`src/rtl/seqdet_pkg.sv`:
```
// Shared constants and elaboration-time helpers for the serial sequence detector.
// seqdet_next() is the KMP transition used to build the next-state table.
package seqdet_pkg;

    localparam int         SEQDET_DEF_LEN     = 4;
    localparam logic [3:0] SEQDET_DEF_PATTERN = 4'b1101;

    function automatic int seqdet_clog2(input int v);
        int res;
        res = 0;
        for (int r = 0; r < 31; r++) begin
            if ((1 << r) < v) res = r + 1;
        end
        return res;
    endfunction

    // pattern is right-aligned; bit len-1 is the first bit received.
    function automatic int seqdet_next(input logic [15:0] pattern, input int len,
                                       input int k, input logic x);
        logic [16:0] s;
        int          best;
        logic        ok;
        if (k < len && x == pattern[len-1-k]) return k + 1;
        s = '0;
        for (int j = 0; j < 16; j++) begin
            if (j < k) s[j] = pattern[len-1-j];
        end
        s[k] = x;
        best = 0;
        // Longest proper suffix of (prefix, x) that is also a pattern prefix.
        for (int m = 1; m <= 16; m++) begin
            if (m <= k) begin
                ok = 1'b1;
                for (int j = 0; j < 16; j++) begin
                    if (j < m && s[k+1-m+j] != pattern[len-1-j]) ok = 1'b0;
                end
                if (ok) best = m;
            end
        end
        return best;
    endfunction

endpackage

```
`src/rtl/seqdet_sat_counter.sv`:
```
// 8-bit up-counter that sticks at 8'hFF; synchronous active-high reset.
module seqdet_sat_counter (
    input  logic       clk,
    input  logic       rst_i,
    input  logic       inc_i,
    output logic [7:0] cnt_o
);

    logic [7:0] cnt_q, cnt_d;

    always_comb begin
        cnt_d = cnt_q;
        if (inc_i && cnt_q != 8'hFF) cnt_d = cnt_q + 8'd1;
    end

    always_ff @(posedge clk) begin
        if (rst_i) cnt_q <= '0;
        else       cnt_q <= cnt_d;
    end

    assign cnt_o = cnt_q;

endmodule

```
`src/rtl/sequence_detector.sv`:
```
// Moore serial pattern detector with overlap (KMP prefix-length state).
// Optional match counter output enabled by macro SEQDET_COUNT_EN.
module sequence_detector
    import seqdet_pkg::*;
#(
    parameter int                 PAT_LEN = SEQDET_DEF_LEN,
    parameter logic [PAT_LEN-1:0] PATTERN = SEQDET_DEF_PATTERN
) (
    input  logic       clk,
    input  logic       Nrst,
    input  logic       x,
    output logic       y
`ifdef SEQDET_COUNT_EN
    ,
    output logic [7:0] match_cnt
`endif
);

    localparam int             SW   = seqdet_clog2(PAT_LEN + 1);
    localparam logic [SW-1:0]  FULL = SW'(PAT_LEN);

    logic [SW-1:0] state;
    logic [SW-1:0] state_d;
    logic [SW-1:0] nxt_tab [0:PAT_LEN][2];

    // Transition table is pure constants; no storage is inferred.
    for (genvar k = 0; k <= PAT_LEN; k++) begin : g_tab
        assign nxt_tab[k][0] = SW'(seqdet_next(16'(PATTERN), PAT_LEN, k, 1'b0));
        assign nxt_tab[k][1] = SW'(seqdet_next(16'(PATTERN), PAT_LEN, k, 1'b1));
    end

    always_comb begin
        state_d = '0;
        if (state <= FULL) state_d = nxt_tab[state][x];
    end

    // y is registered alongside state so it always equals (state == FULL).
    always_ff @(posedge clk) begin
        if (Nrst) begin
            state <= '0;
            y     <= 1'b0;
        end else begin
            state <= state_d;
            y     <= (state_d == FULL);
        end
    end

`ifdef SEQDET_COUNT_EN
    seqdet_sat_counter u_cnt (
        .clk   (clk),
        .rst_i (Nrst),
        .inc_i ((state_d == FULL) && !Nrst),
        .cnt_o (match_cnt)
    );
`endif

endmodule

```
`config.mk`:
```
export PLATFORM = sky130hd
export DESIGN_NAME = sequence_detector
export DESIGN_NICKNAME = d
export VERILOG_FILES = /design/src/rtl/seqdet_pkg.sv /design/src/rtl/seqdet_sat_counter.sv /design/src/rtl/sequence_detector.sv
export SDC_FILE = /design/constraint.sdc
export NUM_CORES = 1
export LEC_CHECK = 0
export CAP_MARGIN = 20
export CORE_AREA = 2 2 39 41
export DETAILED_ROUTE_END_ITERATION = 8
export DIE_AREA = 0 0 41 43
export SETUP_SLACK_MARGIN = 0.5
export SYNTH_ARGS = -nofsm -noshare
export SYNTH_HDL_FRONTEND = slang
export SYNTH_SLANG_ARGS = --single-unit
export TNS_END_PERCENT = 50
```
`constraint.sdc`:
```
create_clock -name clk -period 2.5 [get_ports clk]
set_clock_uncertainty 0.05 [all_clocks]
set_input_delay 0.25 -clock clk [delete_from_list [all_inputs] [get_ports clk]]
set_output_delay 0.25 -clock clk [all_outputs]
set_load 0.1 [all_outputs]
```
==> results of run 1 <==
[through the flow]
step | power [mW] | util, % | setup WS [ns]
floorplan | 0.0861 | - | 1.29
global placement | 0.0940 | 17.7 | 1.17
detailed placement | 0.0942 | 17.7 | 1.20
CTS | 0.178 | 19.3 | 1.37
global route | 0.186 | 19.3 | 1.28
finish | 0.172 | 19.3 | 1.38
[cells in the final DEF (no fill, tap or decap)]
cell type	count
a21oi_1	1
dfxtp_1	4
nand2_1	1
clkbuf_4	3
nor3_1	1
ha_1	3
nor3_2	1
inv_1	3
buf_4	1
a211oi_2	1
clkdlybuf4s50_1	2
mux2i_1	2
nor3b_2	1
[power groups by stage]
stage | registers, mW | clock network, mW | logic, mW
finish | 0.0695 | 0.0790 | 0.0235
floorplan | 0.0706 | 0 | 0.0154
CTS | 0.0696 | 0.0842 | 0.0237
detailed placement | 0.0706 | 0 | 0.0236
global route | 0.0703 | 0.0888 | 0.0265
global placement | 0.0704 | 0 | 0.0236
[routing by layer]
| layer | track usage, % | routed length (um) | vias up |
|---|---|---|---|
| li1 | - | - | 73 |
| met2 | 6.25 | 135 | 3 |
| met1 | 6.09 | 152 | 63 |
| met3 | 6.28 | 32 | 2 |
| met4 | 8.00 | 9 | 0 |
| met5 | 0 | 0 | - |
[how the worst min path moves through the flow]
stage	slack, ns	start	endpoint
floorplan	0.26	Nrst	state[1]$_SDFF_PP0_
global placement	0.46	state[2]$_SDFF_PP0_	state[2]$_SDFF_PP0_
detailed placement	0.46	state[2]$_SDFF_PP0_	state[2]$_SDFF_PP0_
CTS	0.46	state[2]$_SDFF_PP0_	state[2]$_SDFF_PP0_
global route	0.50	state[2]$_SDFF_PP0_	state[2]$_SDFF_PP0_
finish	0.46	state[2]$_SDFF_PP0_	state[2]$_SDFF_PP0_
[state kept, by name, indices dropped and copies added, names as in the netlist]
| name | flops |
|---|---|
| state | 3 |
| y | 1 |
[layout make-up]
| class | instances | share of cell area [%] |
|---|---|---|
| Timing Repair Buffer | 3 | 10.3 |
| Clock buffer | 3 | 8.41 |
| Tap cell | 16 | 7.48 |
| Sequential cell | 4 | 29.9 |
| Multi-Input combinational cell | 11 | 39.7 |
| Inverter | 3 | 4.21 |
[cell families (layout without fill, tap and decap cells)]
logic type / after synthesis / after routing / synth area share (%)
muxes: 2 / 2 / 10.1
buffers and inverters: 3 / 9 / 5.70
and+or+nand+nor: 4 / 4 / 15.8
AOI/OAI and AO/OA: 2 / 2 / 8.86
adders and majority gates: 3 / 3 / 19.0
DFF: 4 / 4 / 40.5
[worst max-delay path, stage by stage, from the launching register on]
cell and delay (ns):
dfxtp_1 0.32, inv_1 0.06, ha_1 0.31, mux2i_1 0.17
a211oi_2 0.09
==> flow_summary.toml, run 1 <==
[sta]
slew_viol_final = 0
hold_ws_ns = 0.456
fin_crit_sh_pct = 45.0
worst_slew_pin_slew_ns = 0.278
fmax_ghz = 0.889
maxSlewHeadroom_pct = 81.6
finalHoldViolCount = 0
setup-violations-final = 0
tns_ns = 0
finalCriticalPeriod_ns = 1.12
grt_setup_unrepaired = "no"

[global_route]
grt_overflow = 0
grt_start_max_net_pins = 5
grt_pass1_wl_um = 607
antenna_found_initial = 0
grtUsageTotal_pct = 6.32
grt_pass1_vias = 142

[cells_and_area]
finish.instance_area_um2 = 268
final_net_count = 32
drive_above_1_share_pct = 29.2
nFillCells = 156
ff_latch_area_um2 = 80.1
diodes = 0
layoutNonFillerInstCount = 40
synthToLayoutAreaGrowth_pct = 35.4
multi_input_area_um2 = 106

[setup_path]
r2r_setup_slack_ns = 1.38
cp_data_arrival_time_ns = 1.18
critPathLaunch = "state[0]$_SDFF_PP0_"
cp-end-kind = "flip-flop"
path_class = "reg2reg"
worst_ep_required_time_ns = 2.56
timing.rr.end = "state[1]$_SDFF_PP0_"
cp-endpoint = "state[1]$_SDFF_PP0_"
worstRegToRegCells = 4
start_kind = "flip-flop"
cp_max_fo = 2
timing.rr.start = "state[0]$_SDFF_PP0_"

[logic_synthesis]
synthTopCellsByArea = "dfxtp_1, ha_1, mux2i_1"
synthDistinctLibCells = 10
synth_nets = 24
synth_area_um2 = 198
synth_edf_count = 0
ys_warn_count = 0
yosysTopAreaCell = "dfxtp_1"
syn-mean-instance-area_um2 = 11.0
seq_area_frac_synth_pct = 40.5
async_reset_ff_share_pct = 0
ys_seq_elements = 4
postSynthCellCount = 18
synth_common_cells = "dfxtp_1, ha_1, inv_1"
post-synth-top-count-cell = "dfxtp_1"
synth_top_area_share_pct = 40.5
ys.flop_type = "dfxtp_1"

[power_and_ir_drop]
p_int_mw = 0.132
combPwrFrac_pct = 13.6
ir_worst_vdd_mv = 0.195
p_leak_nw = 0.107
power_frac_seq_pct = 40.4
netSwitchingFraction_pct = 23.1
pwr_density_cell_nw_per_um2 = 642
p_sw_mw = 0.0397
clockPowerShare_pct = 45.9

[clock_tree]
clk_path_buf_depth = 2
cts.sinks = 4
cts_tree = "yes"
ctsResizeCount = 0
cts_root_buf = "clkbuf_4"
htree_levels = 1
path_clk_slew_ns = 0.04
clk_latency_ns = 0.23
cts_buffers = 3
cts_hold_buffers = 0
postCtsSetupBuffers = 0

[drt]
drc = 0
first_iter_violations = 0
final_antenna_net_count = 0
vias_per_cell = 3.53
drt_wl_total_um = 330
routedWlPerCell_um = 8.25
num_vias = 141
firstDrtPassIters = 1

[die]
core_um2 = 1380
chipHeight_um = 43
die_w_um = 41
io_pins = 4
initial_utilization_pct = 14.3
dieArea_um2 = 1760
fp-row-count = 14

[place]
portBuffers = 3
finalWeightedCongestion = 0.639
placed_area_um2 = 245
hpwl_um = 249
dp.cells = 37

[worst_hold_path]
min_path_type = "reg2reg"
min_path_cells = 1

[outcome]
status = "finished, final reports clean"

[job]
cap_violations = 0
No activity file was read; power rests on OpenSTA's default activity.
==> inputs of run 2 (changes only) <==
==> constraint.sdc (replaced) <==
create_clock -name clk -period 1 [get_ports clk]
set_clock_uncertainty 0.05 [all_clocks]
set_input_delay 0.1 -clock clk [delete_from_list [all_inputs] [get_ports clk]]
set_output_delay 0.1 -clock clk [all_outputs]
set_load 0.1 [all_outputs]
==> run 2 against run 1 <==
Compared with the run above:
- the run now ends with negative setup slack left
- final area rose by 36%
- first-iteration DRC count rose by 1
- hold slack got worse by 0.035 ns
- clock-buffer cell count rose by 1
- sequential share of layout area fell by 6.3 points
- register-to-register slack got worse by 1.4 ns
- critical path type unchanged
- critical endpoint unchanged
==> flow_summary.toml, run 2 (synthesized netlist as in run 1, its figures left out) <==
[sta]
maxSlewHeadroom_pct = 86.2
setup_ws_ns = -0.0164
setup-violations-final = 1
fin_crit_sh_pct = 102
worst_slew_pin_slew_ns = 0.206
slew_viol_final = 0
tns_ns = -0.0164
grt_setup_unrepaired = "yes"
finalCriticalPeriod_ns = 1.02
fmax_ghz = 0.984
finalHoldViolCount = 0
hold_ws_ns = 0.421

[die]
core_um2 = 1380
io_pins = 4
dieArea_um2 = 1760
die_w_um = 41
fp-row-count = 14
chipHeight_um = 43
initial_utilization_pct = 14.3

[clock_tree]
clk_latency_ns = 0.24
clk_path_buf_depth = 2
htree_levels = 1
cts_tree = "yes"
cts_buffers = 3
cts.sinks = 4
postCtsSetupBuffers = 0
path_clk_slew_ns = 0.04
cts_root_buf = "clkbuf_4"

[cells_and_area]
nFillCells = 153
diodes = 0
final_net_count = 37
layout_common_cells = "buf_4, clkbuf_4"
layoutNonFillerInstCount = 46
synthToLayoutAreaGrowth_pct = 84.8
largest_register = "state"
drive_above_1_share_pct = 70.0
reg.largest.list = "state x3, y x1"
mostFrequentLayoutCell = "buf_4"
largest_reg_flops = 3

[setup_path]
worstRegToRegCells = 4
start_kind = "flip-flop"
cp-end-kind = "flip-flop"
timing.rr.end = "state[1]$_SDFF_PP0_"
cp_slowest_cell = "dfxtp_2"
critical_path.top_delay_family = "flip-flops"
r2r_setup_slack_ns = -0.02
path_class = "reg2reg"
cp_data_arrival_time_ns = 1.08
worst_ep_required_time_ns = 1.07
timing.rr.start = "state[1]$_SDFF_PP0_"
max_stage_delay_ns = 0.31
cp_max_fo = 2
path_cells = "inv_1 > ha_4 > mux2i_1 > a211oi_2"
path_buf_inv = 1

[drt]
num_vias = 158
firstDrtPassIters = 2
first_iter_violations = 1
routedWlPerCell_um = 7.85
drc = 0
drt_wl_total_um = 361
vias_per_cell = 3.43
final_antenna_net_count = 0

[power_and_ir_drop]
p_int_mw = 0.382
pwr_density_cell_nw_per_um2 = 1390
ir_worst_vdd_mv = 0.361
p_sw_mw = 0.126
p_leak_nw = 0.137
clockPowerShare_pct = 44.2
netSwitchingFraction_pct = 24.8
combPwrFrac_pct = 21.8
totalPowerFinal_mw = 0.508
power_frac_seq_pct = 34.0

[outcome]
violations = "negative setup slack"
status = "finished with violations"

[place]
finalWeightedCongestion = 0.671
portBuffers = 3
dp.cells = 42
post-place-ws_ns = -0.146

[worst_hold_path]
min_path_type = "in2reg"
worstHoldStart = "Nrst"
min_path_cells = 2
worstHoldEndpoint = "state[2]$_SDFF_PP0_"

[global_route]
grtUsageTotal_pct = 6.12
grt_start_max_net_pins = 5
grt_overflow = 0
antenna_found_initial = 0
grt_pass1_wl_um = 655
grt_pass1_vias = 165

[job]
cap_violations = 0
[run 2: cell count changes in the layout (fill, tap and decap cells not counted), moves of 2 or more]
| cell | before | now |
|---|---|---|
| ha_1 | 3 | 0 |
| ha_4 | 0 | 2 |
| dfxtp_1 | 4 | 1 |
| buf_4 | 1 | 4 |
| dfxtp_2 | 0 | 2 |
[run 2: what timing repair did]
item / CTS / global route
pin swaps: 1 / 0
hold buffers: 0 / 0
endpoints found under the setup margin: 5 / 5
gates resized for setup: 8 / 1
[run 2: area by class of cell]
class	instances	area [um2]	share of cell area, %
timing repair buffer	8	81.3	22.3
inverter	3	11.3	3.08
clock buffer	4	26.3	7.19
tap	16	20.0	5.48
sequential	4	86.3	23.6
multi-input combinational	11	140	38.4
[run 2: stage by stage]
| step | utilization, % | cell area [um2] |
|---|---|---|
| detailed placement | 21.7 | 300 |
| global route | 26.4 | 365 |
| finish | 26.4 | 365 |
| CTS | 26.2 | 363 |
| floorplan | - | 203 |
| global placement | 21.7 | 300 |
[run 2: worst max path at each step]
stage                              startpoint                  end  slack, ns  cells past startpoint
after floorplan           state[1]$_SDFF_PP0_  state[1]$_SDFF_PP0_      -0.05                      4
final                     state[1]$_SDFF_PP0_  state[1]$_SDFF_PP0_      -0.02                      4
after CTS                 state[1]$_SDFF_PP0_  state[1]$_SDFF_PP0_      -0.02                      4
after detailed placement                    x         y$_SDFF_PP0_      -0.15                      4
after global routing      state[1]$_SDFF_PP0_  state[1]$_SDFF_PP0_      -0.08                      4
after global placement                      x         y$_SDFF_PP0_      -0.16                      4
[run 2: routing by layer]
layer,routed length (um),track usage (%),share of wire [%],vias up
met5,0,0,0,-
met4,13,6.00,3.6,0
met3,9,3.14,2.5,2
met2,160,7.19,44,4
met1,178,7.37,49,69
li1,-,-,-,83
[run 2: power by group through the flow]
stage / logic (mW) / registers [mW] / clock network, mW
6_report: 0.111 / 0.173 / 0.224
5_1_grt: 0.121 / 0.174 / 0.247
4_1_cts: 0.109 / 0.173 / 0.236
3_5_place_dp: 0.0860 / 0.173 / 0
3_3_place_gp: 0.0864 / 0.173 / 0
2_1_floorplan: 0.0388 / 0.175 / 0
==> inputs of run 3 (changes only) <==
--- a/config.mk
+++ b/config.mk
@@ -9,6 +9,7 @@
 export CORE_AREA = 2 2 39 41
 export DETAILED_ROUTE_END_ITERATION = 8
 export DIE_AREA = 0 0 41 43
+export PLACE_DENSITY_LB_ADDON = 0.15
 export SETUP_SLACK_MARGIN = 0.5
 export SYNTH_ARGS = -nofsm -noshare
 export SYNTH_HDL_FRONTEND = slang
==> run 3 against run 2 <==
Compared with the run above:
- the flow still finishes with violations (negative setup slack)
- critical path depth unchanged
- clock-buffer cell count unchanged
- sequential power about the same
- combinational power increased by 7%
- global-route usage increased by 1.5 points
- sequential share of layout area decreased by 0.24 points
- clock power about the same
- core utilization increased by 0.27 points
- flip-flop and latch count unchanged
- routed wire length increased by 23%
- non-clock buffer count unchanged
- critical path type unchanged
- critical endpoint unchanged
- highest routed layer is now met3
==> flow_summary.toml, run 3 (synthesized netlist as in run 1, its figures left out) <==
[outcome]
status = "finished with violations"
violations = "negative setup slack"

[cells_and_area]
largest_reg_flops = 3
diodes = 0
reg.largest.list = "state x3, y x1"
multi_input_area_um2 = 140
synthToLayoutAreaGrowth_pct = 86.7
utilization_pct = 26.7
final_net_count = 37
nFillCells = 143
layout_common_cells = "clkbuf_4, buf_4"
drive_above_1_share_pct = 66.7
largest_register = "state"
ff_latch_area_um2 = 86.3

[worst_hold_path]
worstHoldEndpoint = "state[2]$_SDFF_PP0_"
worstHoldStart = "Nrst"
min_path_cells = 2
min_path_type = "in2reg"

[job]
cap_violations = 0

[setup_path]
timing.rr.start = "state[1]$_SDFF_PP0_"
r2r_setup_slack_ns = -0.07
path_buf_inv = 1
cp_max_fo = 2
worstRegToRegCells = 4
path_class = "reg2reg"
cp_slowest_cell = "dfxtp_2"
start_kind = "flip-flop"
path_cells = "inv_2 > ha_4 > mux2i_1 > a211oi_2"
worst_ep_required_time_ns = 1.10
critical_path.top_delay_family = "flip-flops"
cp-end-kind = "flip-flop"
max_stage_delay_ns = 0.34
timing.rr.end = "state[1]$_SDFF_PP0_"
cp_data_arrival_time_ns = 1.17

[clock_tree]
path_clk_slew_ns = 0.04
clk_latency_ns = 0.24
clk_path_buf_depth = 2
cts_tree = "yes"
cts_buffers = 3
cts_root_buf = "clkbuf_4"
postCtsSetupBuffers = 0
cts.sinks = 4
htree_levels = 1

[die]
dieArea_um2 = 1760
die_w_um = 41
io_pins = 4
fp-row-count = 14
chipHeight_um = 43
initial_utilization_pct = 14.3
core_um2 = 1380

[drt]
final_antenna_net_count = 0
firstDrtPassIters = 2
num_vias = 165
drt_wl_total_um = 444
drc = 0
vias_per_cell = 3.59
routedWlPerCell_um = 9.65
first_iter_violations = 1

[sta]
setup_ws_ns = -0.0711
setup-violations-final = 3
slew_viol_final = 0
finalCriticalPeriod_ns = 1.07
grt_setup_unrepaired = "yes"
finalHoldViolCount = 0
fmax_ghz = 0.934
worst_slew_pin_slew_ns = 0.220
fin_crit_sh_pct = 107
maxSlewHeadroom_pct = 85.3

[global_route]
grtUsageTotal_pct = 7.62
grt_overflow = 0
grt_start_max_net_pins = 5
grt_pass1_vias = 183
grt_pass1_wl_um = 765
antenna_found_initial = 0

[place]
finalWeightedCongestion = 0.649
portBuffers = 3
post-place-ws_ns = -0.186

[power_and_ir_drop]
pwr_density_cell_nw_per_um2 = 1400
p_leak_nw = 0.136
ir_worst_vdd_mv = 0.426
totalPowerFinal_mw = 0.516
==> run 3: where the power goes <==
group	leakage, nW	switching [mW]	internal [mW]	total, mW
combinational	0.0868	0.0503	0.0684	0.119
sequential	0.0341	0.00733	0.168	0.175
clock	0.0150	0.0718	0.150	0.222
==> run 3: layout make-up <==
type / instances / area share [%]
Clock buffer: 4 / 7.12
Tap cell: 16 / 5.42
Timing Repair Buffer: 8 / 23.1
Sequential cell: 4 / 23.4
Inverter: 3 / 3.05
Multi-Input combinational cell: 11 / 38.0
==> run 3: worst max-delay path by stage <==
stage	from	endpoint	slack, ns	cells past startpoint
6_report	state[1]$_SDFF_PP0_	state[1]$_SDFF_PP0_	-0.07	4
5_1_grt	state[0]$_SDFF_PP0_	state[1]$_SDFF_PP0_	-0.12	4
4_1_cts	state[0]$_SDFF_PP0_	y$_SDFF_PP0_	-0.06	5
3_5_place_dp	x	y$_SDFF_PP0_	-0.19	4
3_3_place_gp	x	y$_SDFF_PP0_	-0.15	4
2_1_floorplan	state[1]$_SDFF_PP0_	state[1]$_SDFF_PP0_	-0.05	4
==> run 3: metrics by stage <==
stage	cells	TNS (ns)	instance area, um2	hold slack [ns]
global route	46	-0.273	369	0.450
finish	46	-0.0968	369	0.444
CTS	46	-0.120	363	0.394
global placement	42	-0.306	300	0.450
floorplan	18	-0.0516	203	0.107
detailed placement	42	-0.384	300	0.470
==> run 3: timing repair <==
item / 4_1_cts / 5_1_grt
endpoints found under the setup margin: 5 / 5
gates resized for setup: 7 / 3
hold buffers: 0 / 0
endpoints found under the hold margin: 0 / 0
pin swaps: 1 / 3
==> run 3: metal layers <==
layer	routed length, um	vias to the layer above	GRT usage, %	part of all wire, %
met5	0	-	0	0
met4	0	0	6.00	0
li1	-	85	-	-
met2	253	2	11.6	57
met1	174	78	5.77	39
met3	16	0	6.28	3.6
